**config.mk**
```make
export PLATFORM = sky130hd
export DESIGN_NAME = dsky_key_scanner
export DESIGN_NICKNAME = d
export VERILOG_FILES = /design/src/rtl/dsky_key_scanner_pkg.sv /design/src/rtl/dsky_key_debounce.sv /design/src/rtl/dsky_key_scanner.sv
export VERILOG_INCLUDE_DIRS = /design/src /design/src/rtl
export SDC_FILE = /design/constraint.sdc
export NUM_CORES = 1
export LEC_CHECK = 0
export CORE_UTILIZATION = 35
export CTS_CLUSTER_DIAMETER = 150
export CTS_CLUSTER_SIZE = 16
export DETAILED_ROUTE_END_ITERATION = 8
export DONT_BUFFER_PORTS = 1
export PLACE_DENSITY_LB_ADDON = 0.3
export SYNTH_ARGS = -nofsm -noshare
export SYNTH_HDL_FRONTEND = slang
export SYNTH_SLANG_ARGS = --single-unit
```
**constraint.sdc**
```tcl
create_clock -name SIM_CLK -period 10.96 [get_ports SIM_CLK]
set_input_delay 2.192 -clock SIM_CLK [delete_from_list [all_inputs] [get_ports SIM_CLK]]
set_output_delay 2.192 -clock SIM_CLK [all_outputs]
set_load 0.05 [all_outputs]
```
**src/rtl/dsky_keycodes.vh**
```
// dsky_keycodes: DSKY key codes (octal) and the 4x5 matrix position-to-code table
`ifndef DSKY_KEYCODES_VH
`define DSKY_KEYCODES_VH
localparam logic [4:0] KEY_NONE   = 5'o00;
localparam logic [4:0] KEY_0      = 5'o20;
localparam logic [4:0] KEY_1      = 5'o01;
localparam logic [4:0] KEY_2      = 5'o02;
localparam logic [4:0] KEY_3      = 5'o03;
localparam logic [4:0] KEY_4      = 5'o04;
localparam logic [4:0] KEY_5      = 5'o05;
localparam logic [4:0] KEY_6      = 5'o06;
localparam logic [4:0] KEY_7      = 5'o07;
localparam logic [4:0] KEY_8      = 5'o10;
localparam logic [4:0] KEY_9      = 5'o11;
localparam logic [4:0] KEY_VERB   = 5'o21;
localparam logic [4:0] KEY_NOUN   = 5'o37;
localparam logic [4:0] KEY_PLUS   = 5'o32;
localparam logic [4:0] KEY_MINUS  = 5'o33;
localparam logic [4:0] KEY_CLR    = 5'o36;
localparam logic [4:0] KEY_KEYREL = 5'o31;
localparam logic [4:0] KEY_ENTR   = 5'o34;
localparam logic [4:0] KEY_RSET   = 5'o22;
// Position index is row*5+col; PRO and the unused slot carry no code.
localparam logic [4:0] POS_PRO    = 5'd9;
localparam logic [4:0] POS_UNUSED = 5'd19;
localparam logic [0:19][4:0] KEY_MAP = {
  KEY_VERB, KEY_NOUN, KEY_PLUS, KEY_MINUS,  KEY_0,
  KEY_7,    KEY_8,    KEY_9,    KEY_CLR,    KEY_NONE,
  KEY_4,    KEY_5,    KEY_6,    KEY_KEYREL, KEY_ENTR,
  KEY_1,    KEY_2,    KEY_3,    KEY_RSET,   KEY_NONE
};
`endif

```
**src/rtl/dsky_key_scanner_pkg.sv**
```systemverilog
// dsky_key_scanner_pkg: shared key codes, FSM states and frame candidate type
package dsky_key_scanner_pkg;
  `include "dsky_keycodes.vh"
  typedef enum logic [1:0] {IDLE, PRESSED, LOCKOUT} state_t;
  typedef struct packed {
    logic       multi;
    logic [4:0] code;
  } cand_t;
endpackage

```
**src/rtl/dsky_key_debounce.sv**
```systemverilog
// dsky_key_debounce: run-length detector flagging a value seen on N consecutive enables
module dsky_key_debounce #(
  parameter int W = 6,
  parameter int N = 8
) (
  input  logic         clk,
  input  logic         rst_n,
  input  logic         en,
  input  logic [W-1:0] din,
  output logic         stable
);
  localparam int CW = $clog2(N + 1);
  logic [W-1:0]  prev;
  logic [CW-1:0] run, run_nxt;
  // stable reflects the value being presented now, so callers act in the same cycle
  always_comb run_nxt = (din == prev) ? ((run == CW'(N)) ? run : run + CW'(1)) : CW'(1);
  assign stable = run_nxt == CW'(N);
  // remember the last value and its run length on each enable
  always_ff @(posedge clk or negedge rst_n)
    if (!rst_n) begin
      prev <= '0;
      run  <= '0;
    end else if (en) begin
      prev <= din;
      run  <= run_nxt;
    end
endmodule

```
**src/rtl/dsky_key_scanner.sv**
```systemverilog
// dsky_key_scanner: scans and debounces the 4x5 DSKY matrix, drives MKEY1..5, PROCEED, KEY_STROBE
module dsky_key_scanner
  import dsky_key_scanner_pkg::*;
#(
  parameter int SCAN_DIV       = 512,
  parameter int DEBOUNCE_SCANS = 8
) (
  input  logic       SIM_CLK,
  input  logic       SIM_RST,
  input  logic [3:0] ROW_n,
  output logic [4:0] COL_n,
  output logic       MKEY1,
  output logic       MKEY2,
  output logic       MKEY3,
  output logic       MKEY4,
  output logic       MKEY5,
  output logic       PROCEED,
  output logic       KEY_STROBE
);
  localparam int DW = $clog2(SCAN_DIV);
  logic          run;
  logic [DW-1:0] div_cnt;
  logic [2:0]    col;
  logic [3:0]    row_m, row_s;
  logic          slot_end, frame_end;
  logic [4:0]    row_code [4];
  logic [3:0]    row_pro;
  logic [2:0]    col_cnt, tot;
  logic [4:0]    col_code, code_any;
  logic [1:0]    acc_n;
  logic [4:0]    acc_code;
  logic          acc_pro, pro_f;
  cand_t         cand;
  logic          key_stable, pro_stable;
  state_t        state, state_nxt;
  logic [4:0]    mkey, mkey_nxt;
  logic          strobe_nxt;

  assign slot_end  = run && div_cnt == DW'(SCAN_DIV - 1);
  assign frame_end = slot_end && col == 3'd4;

  // column sequencer: idle-high in reset, column 0 on the first clock, then rotate every slot
  always_ff @(posedge SIM_CLK or negedge SIM_RST)
    if (!SIM_RST) begin
      run     <= 1'b0;
      div_cnt <= '0;
      col     <= '0;
      COL_n   <= 5'b11111;
    end else if (!run) begin
      run   <= 1'b1;
      COL_n <= 5'b11110;
    end else if (slot_end) begin
      div_cnt <= '0;
      col     <= (col == 3'd4) ? 3'd0 : col + 3'd1;
      COL_n   <= {COL_n[3:0], COL_n[4]};
    end else begin
      div_cnt <= div_cnt + DW'(1);
    end

  // two-stage synchronizer for the asynchronous row lines
  always_ff @(posedge SIM_CLK or negedge SIM_RST)
    if (!SIM_RST) {row_s, row_m} <= 8'hFF;
    else          {row_s, row_m} <= {row_m, ROW_n};

  for (genvar g = 0; g < 4; g++) begin : g_row
    logic [4:0] idx;
    assign idx         = 5'(g * 5) + {2'b00, col};
    assign row_code[g] = (row_s[g] || idx == POS_PRO || idx == POS_UNUSED) ? KEY_NONE : KEY_MAP[idx];
    assign row_pro[g]  = !row_s[g] && idx == POS_PRO;
  end

  // with exactly one coded key in a column the OR of row codes is that code
  assign col_cnt  = 3'(|row_code[0]) + 3'(|row_code[1]) + 3'(|row_code[2]) + 3'(|row_code[3]);
  assign col_code = row_code[0] | row_code[1] | row_code[2] | row_code[3];
  assign tot      = {1'b0, acc_n} + col_cnt;
  assign code_any = (acc_n == 2'd0) ? col_code : acc_code;
  assign pro_f    = acc_pro | col_pro_any();
  assign cand     = '{multi: tot > 3'd1, code: (tot == 3'd1) ? code_any : KEY_NONE};

  function automatic logic col_pro_any();
    return |row_pro;
  endfunction

  // accumulate key count (saturating at 2), code and PRO across the frame
  always_ff @(posedge SIM_CLK or negedge SIM_RST)
    if (!SIM_RST) begin
      acc_n    <= '0;
      acc_code <= '0;
      acc_pro  <= 1'b0;
    end else if (slot_end) begin
      acc_n    <= frame_end ? 2'd0 : (tot > 3'd1) ? 2'd2 : tot[1:0];
      acc_code <= frame_end ? 5'd0 : code_any;
      acc_pro  <= !frame_end && pro_f;
    end

  dsky_key_debounce #(.W($bits(cand_t)), .N(DEBOUNCE_SCANS)) u_key_db (
    .clk(SIM_CLK), .rst_n(SIM_RST), .en(frame_end), .din(cand), .stable(key_stable)
  );

  dsky_key_debounce #(.W(1), .N(DEBOUNCE_SCANS)) u_pro_db (
    .clk(SIM_CLK), .rst_n(SIM_RST), .en(frame_end), .din(pro_f), .stable(pro_stable)
  );

  // FSM state register
  always_ff @(posedge SIM_CLK or negedge SIM_RST)
    if (!SIM_RST) state <= IDLE;
    else          state <= state_nxt;

  // next state: only stable frame-end candidates move the FSM; a new key needs a stable release first
  always_comb
    state_nxt = !(frame_end && key_stable) ? state :
                (state == IDLE) ? ((!cand.multi && cand.code != KEY_NONE) ? PRESSED : IDLE) :
                (cand == '0) ? IDLE :
                (state == PRESSED && !cand.multi && cand.code == mkey) ? PRESSED : LOCKOUT;

  // outputs: code only while PRESSED, strobe only on acceptance
  always_comb begin
    mkey_nxt   = (state_nxt == PRESSED) ? ((state == PRESSED) ? mkey : cand.code) : KEY_NONE;
    strobe_nxt = state == IDLE && state_nxt == PRESSED;
  end

  // registered outputs; PROCEED follows its own debounced level
  always_ff @(posedge SIM_CLK or negedge SIM_RST)
    if (!SIM_RST) begin
      mkey       <= '0;
      KEY_STROBE <= 1'b0;
      PROCEED    <= 1'b0;
    end else begin
      mkey       <= mkey_nxt;
      KEY_STROBE <= strobe_nxt;
      PROCEED    <= (frame_end && pro_stable) ? pro_f : PROCEED;
    end

  assign {MKEY5, MKEY4, MKEY3, MKEY2, MKEY1} = mkey;
endmodule

```
==> results of run 1 <==
-- power groups by stage --
| stage | registers, mW | clock network (mW) | logic [mW] |
|---|---|---|---|
| after floorplan | 0.238 | 0 | 0.0450 |
| after global placement | 0.241 | 0 | 0.0523 |
| after detailed placement | 0.241 | 0 | 0.0537 |
| after CTS | 0.238 | 0.337 | 0.0539 |
| after global routing | 0.240 | 0.347 | 0.0616 |
| final | 0.238 | 0.328 | 0.0541 |
-- registers in the layout, summed over array words and instances (netlist names), 2 cells and up --
register / flops
COL_n: 5
acc_code: 5
acc_n: 2
col: 3
div_cnt: 9
mkey: 5
row_m: 4
row_s: 4
state: 2
u_key_db.prev: 6
u_key_db.run: 4
u_pro_db.run: 4
-- path summary, 6_finish.rpt --
path,end,start
max in group asynchronous,row_m[3]$_DFF_PN1_,SIM_RST
worst min-delay path,row_s[3]$_DFF_PN1_,row_m[3]$_DFF_PN1_
worst max-delay path,mkey[3]$_DFFE_PN0P_,col[0]$_DFFE_PN0P_
worst min register to register,row_s[3]$_DFF_PN1_,row_m[3]$_DFF_PN1_
worst max register to register,mkey[3]$_DFFE_PN0P_,col[0]$_DFFE_PN0P_
min in group asynchronous,run$_DFF_PN0_,SIM_RST
-- metal layers --
metal | vias up | share of wire, % | wire (µm)
li1 | 1567 | - | -
met1 | 1561 | 47 | 4380
met2 | 75 | 45 | 4240
met3 | 19 | 5.4 | 504
met4 | 0 | 2.1 | 196
met5 | - | 0 | 0
-- cells by family (layout without fill, tap and decap cells) --
group,Yosys count,in the layout,synth area share [%]
xor+xnor,11,11,2.41
flops,58,58,36.7
simple gates,148,148,19.1
other cells,1,1,0.0938
mux,14,14,3.76
buf+inv,41,40,4.38
compound gates,133,133,24.8
fa+ha+maj,26,26,8.70
-- per-stage QoR --
stage	util, %	total power, mW	hold WS [ns]	instances	worst slack [ns]
2_1_floorplan	-	0.283	0.345	432	5.34
3_3_place_gp	37.2	0.293	0.347	555	4.42
3_5_place_dp	37.2	0.295	0.347	555	4.21
4_1_cts	40.4	0.629	0.354	571	4.19
5_1_grt	40.4	0.649	0.357	571	3.62
6_report	40.4	0.621	0.353	571	4.18
-- placed cells by master (no fill, tap or decap), types with 5 or more instances in the layout --
cell type and count:
a211oi_1 7, a21o_1 5, a21oi_1 17, a31oi_1 7
clkbuf_16 9, dfrtp_1 45, dfstp_2 13, ha_1 23
inv_1 24, mux2_2 7, mux2i_1 6, nand2_1 41
nand2b_1 10, nand3_1 11, nor2_1 28, nor2b_1 7
nor3_1 11, o21a_1 7, o21ai_0 33, o22ai_1 11
o2bb2ai_1 5, o31ai_1 5, or2_2 5, or3_1 6
xnor2_1 7
-- final cells by class --
class                      count  area [µm²]
fill                        1066        6540
multi-input combinational    333        2350
tap                          140         175
clock buffer                  12         256
inverter                      24        90.1
clock inverter                 4        97.6
sequential                    58        1470
==> impl_metrics.csv, run 1 <==
group,metric,value,unit
die,die_area,11900,µm²
status,status,"finished, final reports clean",
cts,cts_root_buf,"clkbuf_16",
cts,cts_buffer_depth,2,
yosys,synth_edf_count,0,
sta,relSlewSlack,52.0,%
yosys,yosys_warnings,0,
yosys,synth-seq-area-share,36.7,%
sta,tns,0,ns
yosys,syn_inst,432,
yosys,synth_area_leaders,"dfrtp_1, dfstp_2, ha_1",
yosys,synth_top_cells_by_count,"dfrtp_1, nand2_1, o21ai_0",
sta,finalCriticalPeriod,6.78,ns
worst_setup_path,cp_max_fo,21,
cts,cts.clk_slew.worst_paths,0.05,ns
worst_setup_path,cp.depth,18,
die,die-height,109,µm
die,coreArea,11000,µm²
pwr,clock_power_share,52.9,%
yosys,synthMostInstantiatedCell,"dfrtp_1",
yosys,syn_area_per_cell,9.25,µm²
yosys,yosysTopAreaCellShare,28.2,%
worst_setup_path,critPathMaxStageDelay,0.76,ns
sta,drv_slew,0,
worst_setup_path,crit_family,"adder cells",
cts,cts_resized,0,
yosys,synth_nets,464,
routing,routed_wirelength,9320,µm
finish,fin_nets,458,
flow_run,drv_cap,0,
die,initial_utilization,36.4,%
finish,fin_area,4440,µm²
sta,setup_viol_count_final,0,
grt,grt_max_degree,59,
cts,hold_buffers,0,
die,ioPinCount,18,
worst_setup_path,setup.worst_path.start_class,"register",
routing,drt-initial-drc-count,236,
cts,h-tree-depth,3,
grt,grt_util_all_layers,17.3,%
pwr,power_frac_comb,8.7,%
routing,post_drt_wl_per_cell,16.3,µm
die,die_w,109,µm
grt,top_usage_layer,"met2",
yosys,synth-seq-cells,58,
pwr,ir_worst_vdd,0.0000743,V
yosys,synthFlopType,"dfrtp_1",
sta,fin_skew,0.00786,ns
routing,first_pass_iters,5,
routing,drc,0,
pwr,seq_power_share,38.4,%
sta,min_period_over_period,61.9,%
grt,gr-usage-met3,4.90,%
cts,insertion_delay,0.33,ns
cts,clock_sinks,58,
placed_design,dpl_cell_area,4090,µm²
yosys,synth_cell_types,77,
routing,vias,3222,
worst_setup_path,cp_slowest_cell,"dfrtp_1",
cts,cts_made_buffers,9,
worst_setup_path,critPathBufInv,1,
pwr,powerDensity,140,nW/µm²
grt,grt_first_pass_wirelength,15700,µm
worst_setup_path,crit_type,"reg -> reg",
yosys,synth_largest_area_cell,"dfrtp_1",
grt,grt_pass1_vias,3140,
worst_setup_path,r2r_cells,18,
hold_path,worstHoldPathType,"reg -> reg",
worst_setup_path,critical_path_arrival,7.02,ns
pwr,internal_power,0.486,mW
die,num_rows,38,
pwr,swShare,21.8,%
finish,synthToLayoutAreaGrowth,11.1,%
sta,hold_violations,0,
sta,tightest_slew,0.709,ns
worst_setup_path,reg2reg_slack,4.18,ns
placed_design,dpl.hpwl,6820,µm
yosys,synthArstFlopShare,100,%
sta,clock.fmax,0.147,GHz
routing,ant_nets,0,
cts,tritoncts,"yes",
sta,rsz0062_at_grt,"no",
worst_setup_path,path_cells,"inv_1, ha_1, ha_1, and3_1, mux2_1, a2111oi_1, nor3_1, fa_1, fa_1, nand2_1, or2_2, nor2_1, o41a_1, xor2_1, a2111oi_4, and2_4, or3b_4, o22ai_1",
grt,met2_usage,26.7,%
pwr,p_leak,1.78,nW
routing,via_per_inst,5.64,
finish,drive_gt1_share,13.0,%
hold_path,hold_depth,0,
yosys,netlist_area,4000,µm²
worst_setup_path,endpoint_kind,"register",
placed_design,place_congestion,0.901,
finish,n_antenna_cell,0,
worst_setup_path,critical_path_required,11.20,ns
placed_design,io_buffer_count,0,
grt,grt_overflow,0,
grt,antenna_found_initial,0,
grt,grt_util_met1,22.5,%
pwr,power.switching,0.135,mW
cts,cts_setup_buffers,0,
(Power assumes the default switching activity.)
==> inputs of run 2 (changes only) <==
==> constraint.sdc (replaced) <==
create_clock -name SIM_CLK -period 5.64 [get_ports SIM_CLK]
set_input_delay 1.128 -clock SIM_CLK [delete_from_list [all_inputs] [get_ports SIM_CLK]]
set_output_delay 1.128 -clock SIM_CLK [all_outputs]
set_load 0.05 [all_outputs]
==> run 2 against run 1 <==
- maximum frequency increased by 24%
- clock skew about the same
- final cell count up 1.9%
- via count rose by 1.6%
- sequential power increased by 95%
- critical path depth did not move
- clock power rose by 67%
- sequential cell count did not move
==> impl_metrics.csv, run 2 (same netlist as run 1, synthesis figures left out) <==
group,metric,value,unit
status,status,"finished, final reports clean",
cts,h-tree-depth,3,
finish,top_register,"div_cnt",
placed_design,io_buffer_count,0,
cts,clock_sinks,58,
routing,drt-initial-drc-count,192,
worst_setup_path,crit_type,"reg -> reg",
finish,fin_nets,469,
worst_setup_path,cp_max_fo,10,
finish,synthToLayoutAreaGrowth,13.5,%
finish,fin_area,4540,µm²
sta,min_period_over_period,96.6,%
hold_path,hold_depth,0,
worst_setup_path,critPathMaxStageDelay,0.58,ns
cts,cts.clk_slew.worst_paths,0.05,ns
finish,drive_gt1_share,18.6,%
cts,cts_root_buf,"clkbuf_16",
worst_setup_path,cp_slowest_cell,"fa_2",
die,die_w,109,µm
placed_design,place_congestion,0.907,
finish,seq_area,1470,µm²
flow_run,drv_cap,0,
finish,fillers,1082,
worst_setup_path,endpoint_kind,"register",
grt,grt_pass1_vias,3180,
worst_setup_path,setup.worst_path.start_class,"register",
worst_setup_path,r2r_cells,18,
finish,final_common_cell,"dfrtp_1",
cts,insertion_delay,0.33,ns
cts,tritoncts,"yes",
die,ioPinCount,18,
grt,grt_max_degree,59,
routing,post_drt_wl_per_cell,16.5,µm
sta,fin_skew,0.00764,ns
routing,ant_nets,0,
finish,largest_reg_flops,9,
sta,clock.fmax,0.184,GHz
finish,multi_input_area,2410,µm²
cts,cts_made_buffers,9,
grt,grt_util_all_layers,17.8,%
grt,antenna_found_initial,0,
pwr,p_leak,1.82,nW
die,initial_utilization,36.4,%
routing,vias,3272,
hold_path,worstHoldPathType,"reg -> reg",
finish,mostFrequentLayoutCells,"dfrtp_1, nand2_1, o21ai_0",
placed_design,dpl_cell_area,4150,µm²
worst_setup_path,critical_path_arrival,5.69,ns
routing,first_pass_iters,4,
sta,setup_viol_count_final,0,
sta,tightest_slew,0.772,ns
routing,drc,0,
routing,via_per_inst,5.62,
finish,largestRegisters,"div_cnt (9), u_key_db.prev (6)",
die,coreArea,11000,µm²
sta,relSlewSlack,47.8,%
placed_design,dpl.hpwl,6940,µm
cts,cts_buffer_depth,2,
worst_setup_path,critical_path_required,5.88,ns
sta,tns,0,ns
sta,drv_slew,0,
pwr,ir_worst_vdd,0.000157,V
grt,grt_first_pass_wirelength,16000,µm
finish,n_antenna_cell,0,
die,num_rows,38,
worst_setup_path,path_cells,"inv_2, ha_1, ha_2, and3_1, mux2_1, a2111oi_4, nor3_1, fa_1, fa_2, nand2_2, or4_1, o21ai_0, o311a_1, o2111ai_1, a2111oi_4, and2_4, or3b_4, o22ai_1",
pwr,powerDensity,247,nW/µm²
die,die_area,11900,µm²
routing,routed_wirelength,9610,µm
grt,grt_overflow,0,
sta,hold_violations,0,
cts,hold_buffers,0,
die,die-height,109,µm
sta,finalCriticalPeriod,5.45,ns
worst_setup_path,path_common_cell,"a2111oi_4",
run 2: changes by cell type in the layout (fill, tap and decap cells not counted), moves of 2 or more:
| cell | before | now |
|---|---|---|
| buf_4 | 0 | 10 |
| ha_2 | 0 | 4 |
| inv_2 | 0 | 2 |
| inv_1 | 24 | 21 |
| bufinv_16 | 3 | 1 |
| clkinv_2 | 0 | 3 |
| ha_1 | 23 | 18 |
run 2: final timing paths:
kind | to | slack, ns | startpoint
worst max-delay path | mkey[3]$_DFFE_PN0P_ | 0.19 | col[1]$_DFFE_PN0P_
worst min-delay path | row_s[0]$_DFF_PN1_ | 0.35 | row_m[0]$_DFF_PN1_
worst max register to register | mkey[3]$_DFFE_PN0P_ | 0.19 | col[1]$_DFFE_PN0P_
worst min register to register | row_s[0]$_DFF_PN1_ | 0.35 | row_m[0]$_DFF_PN1_
max in group asynchronous | row_s[3]$_DFF_PN1_ | 4.95 | SIM_RST
min in group asynchronous | u_pro_db.run[2]$_DFFE_PN0P_ | 0.49 | SIM_RST
run 2: where the power goes:
| group | total, mW | internal (mW) | leakage (nW) | switching [mW] |
|---|---|---|---|---|
| Sequential | 0.463 | 0.441 | 0.746 | 0.0214 |
| Combinational | 0.112 | 0.0534 | 0.924 | 0.0590 |
| Clock | 0.547 | 0.363 | 0.151 | 0.184 |
| Total | 1.12 | 0.857 | 1.82 | 0.265 |
run 2: repair_timing:
action / in CTS / in global routing
setup endpoints to repair: 5 / 6
resized for setup: 1 / 16
pin swaps: 0 / 1
buffers inserted: 0 / 3
run 2: cell type report:
cell class              instances  share of cell area (%)
clock buffers                  11                    5.57
clock inverters                 5                    1.16
inverters                      24                    2.07
multi-input cells             333                    53.1
flip-flops and latches         58                    32.3
well taps                     140                    3.86
repair buffers                 11                    1.90
run 2: critical path: cells and delay by family, from the launching register on:
kind / cells / cell delay [ns]
AO/OA/AOI/OAI: 6 / 1.37
adder cells (fa/ha/maj): 4 / 1.53
buffers and inverters: 1 / 0.12
flip-flops: 1 / 0.38
multiplexers: 1 / 0.35
AND/OR/NAND/NOR: 6 / 1.60
run 2: metal layers:
layer  global-route usage (%)  wire length, µm
met1                     24.1             4640
met2                     26.1             4340
met3                     4.72              437
met4                     8.88              197
met5                        0                0
run 2: per-stage QoR:
step / std cells / hold slack (ns) / total power [mW] / worst slack (ns) / util [%]
floorplan: 432 / 0.345 / 0.550 / 0.0245 / -
global placement: 563 / 0.346 / 0.574 / 0.213 / 37.8
detailed placement: 563 / 0.347 / 0.576 / -0.0641 / 37.8
CTS: 579 / 0.354 / 1.14 / 0.0836 / 40.6
global route: 582 / 0.356 / 1.18 / -0.0578 / 41.3
finish: 582 / 0.353 / 1.12 / 0.190 / 41.3
==> inputs of run 3 (changes only) <==
--- a/config.mk
+++ b/config.mk
@@ -6,6 +6,7 @@
 export SDC_FILE = /design/constraint.sdc
 export NUM_CORES = 1
 export LEC_CHECK = 0
+export CAP_MARGIN = 5
 export CORE_UTILIZATION = 35
 export CTS_CLUSTER_DIAMETER = 150
 export CTS_CLUSTER_SIZE = 16
==> results of run 3 <==
The final DEF is identical to that of run 2; final timing and power are the same.
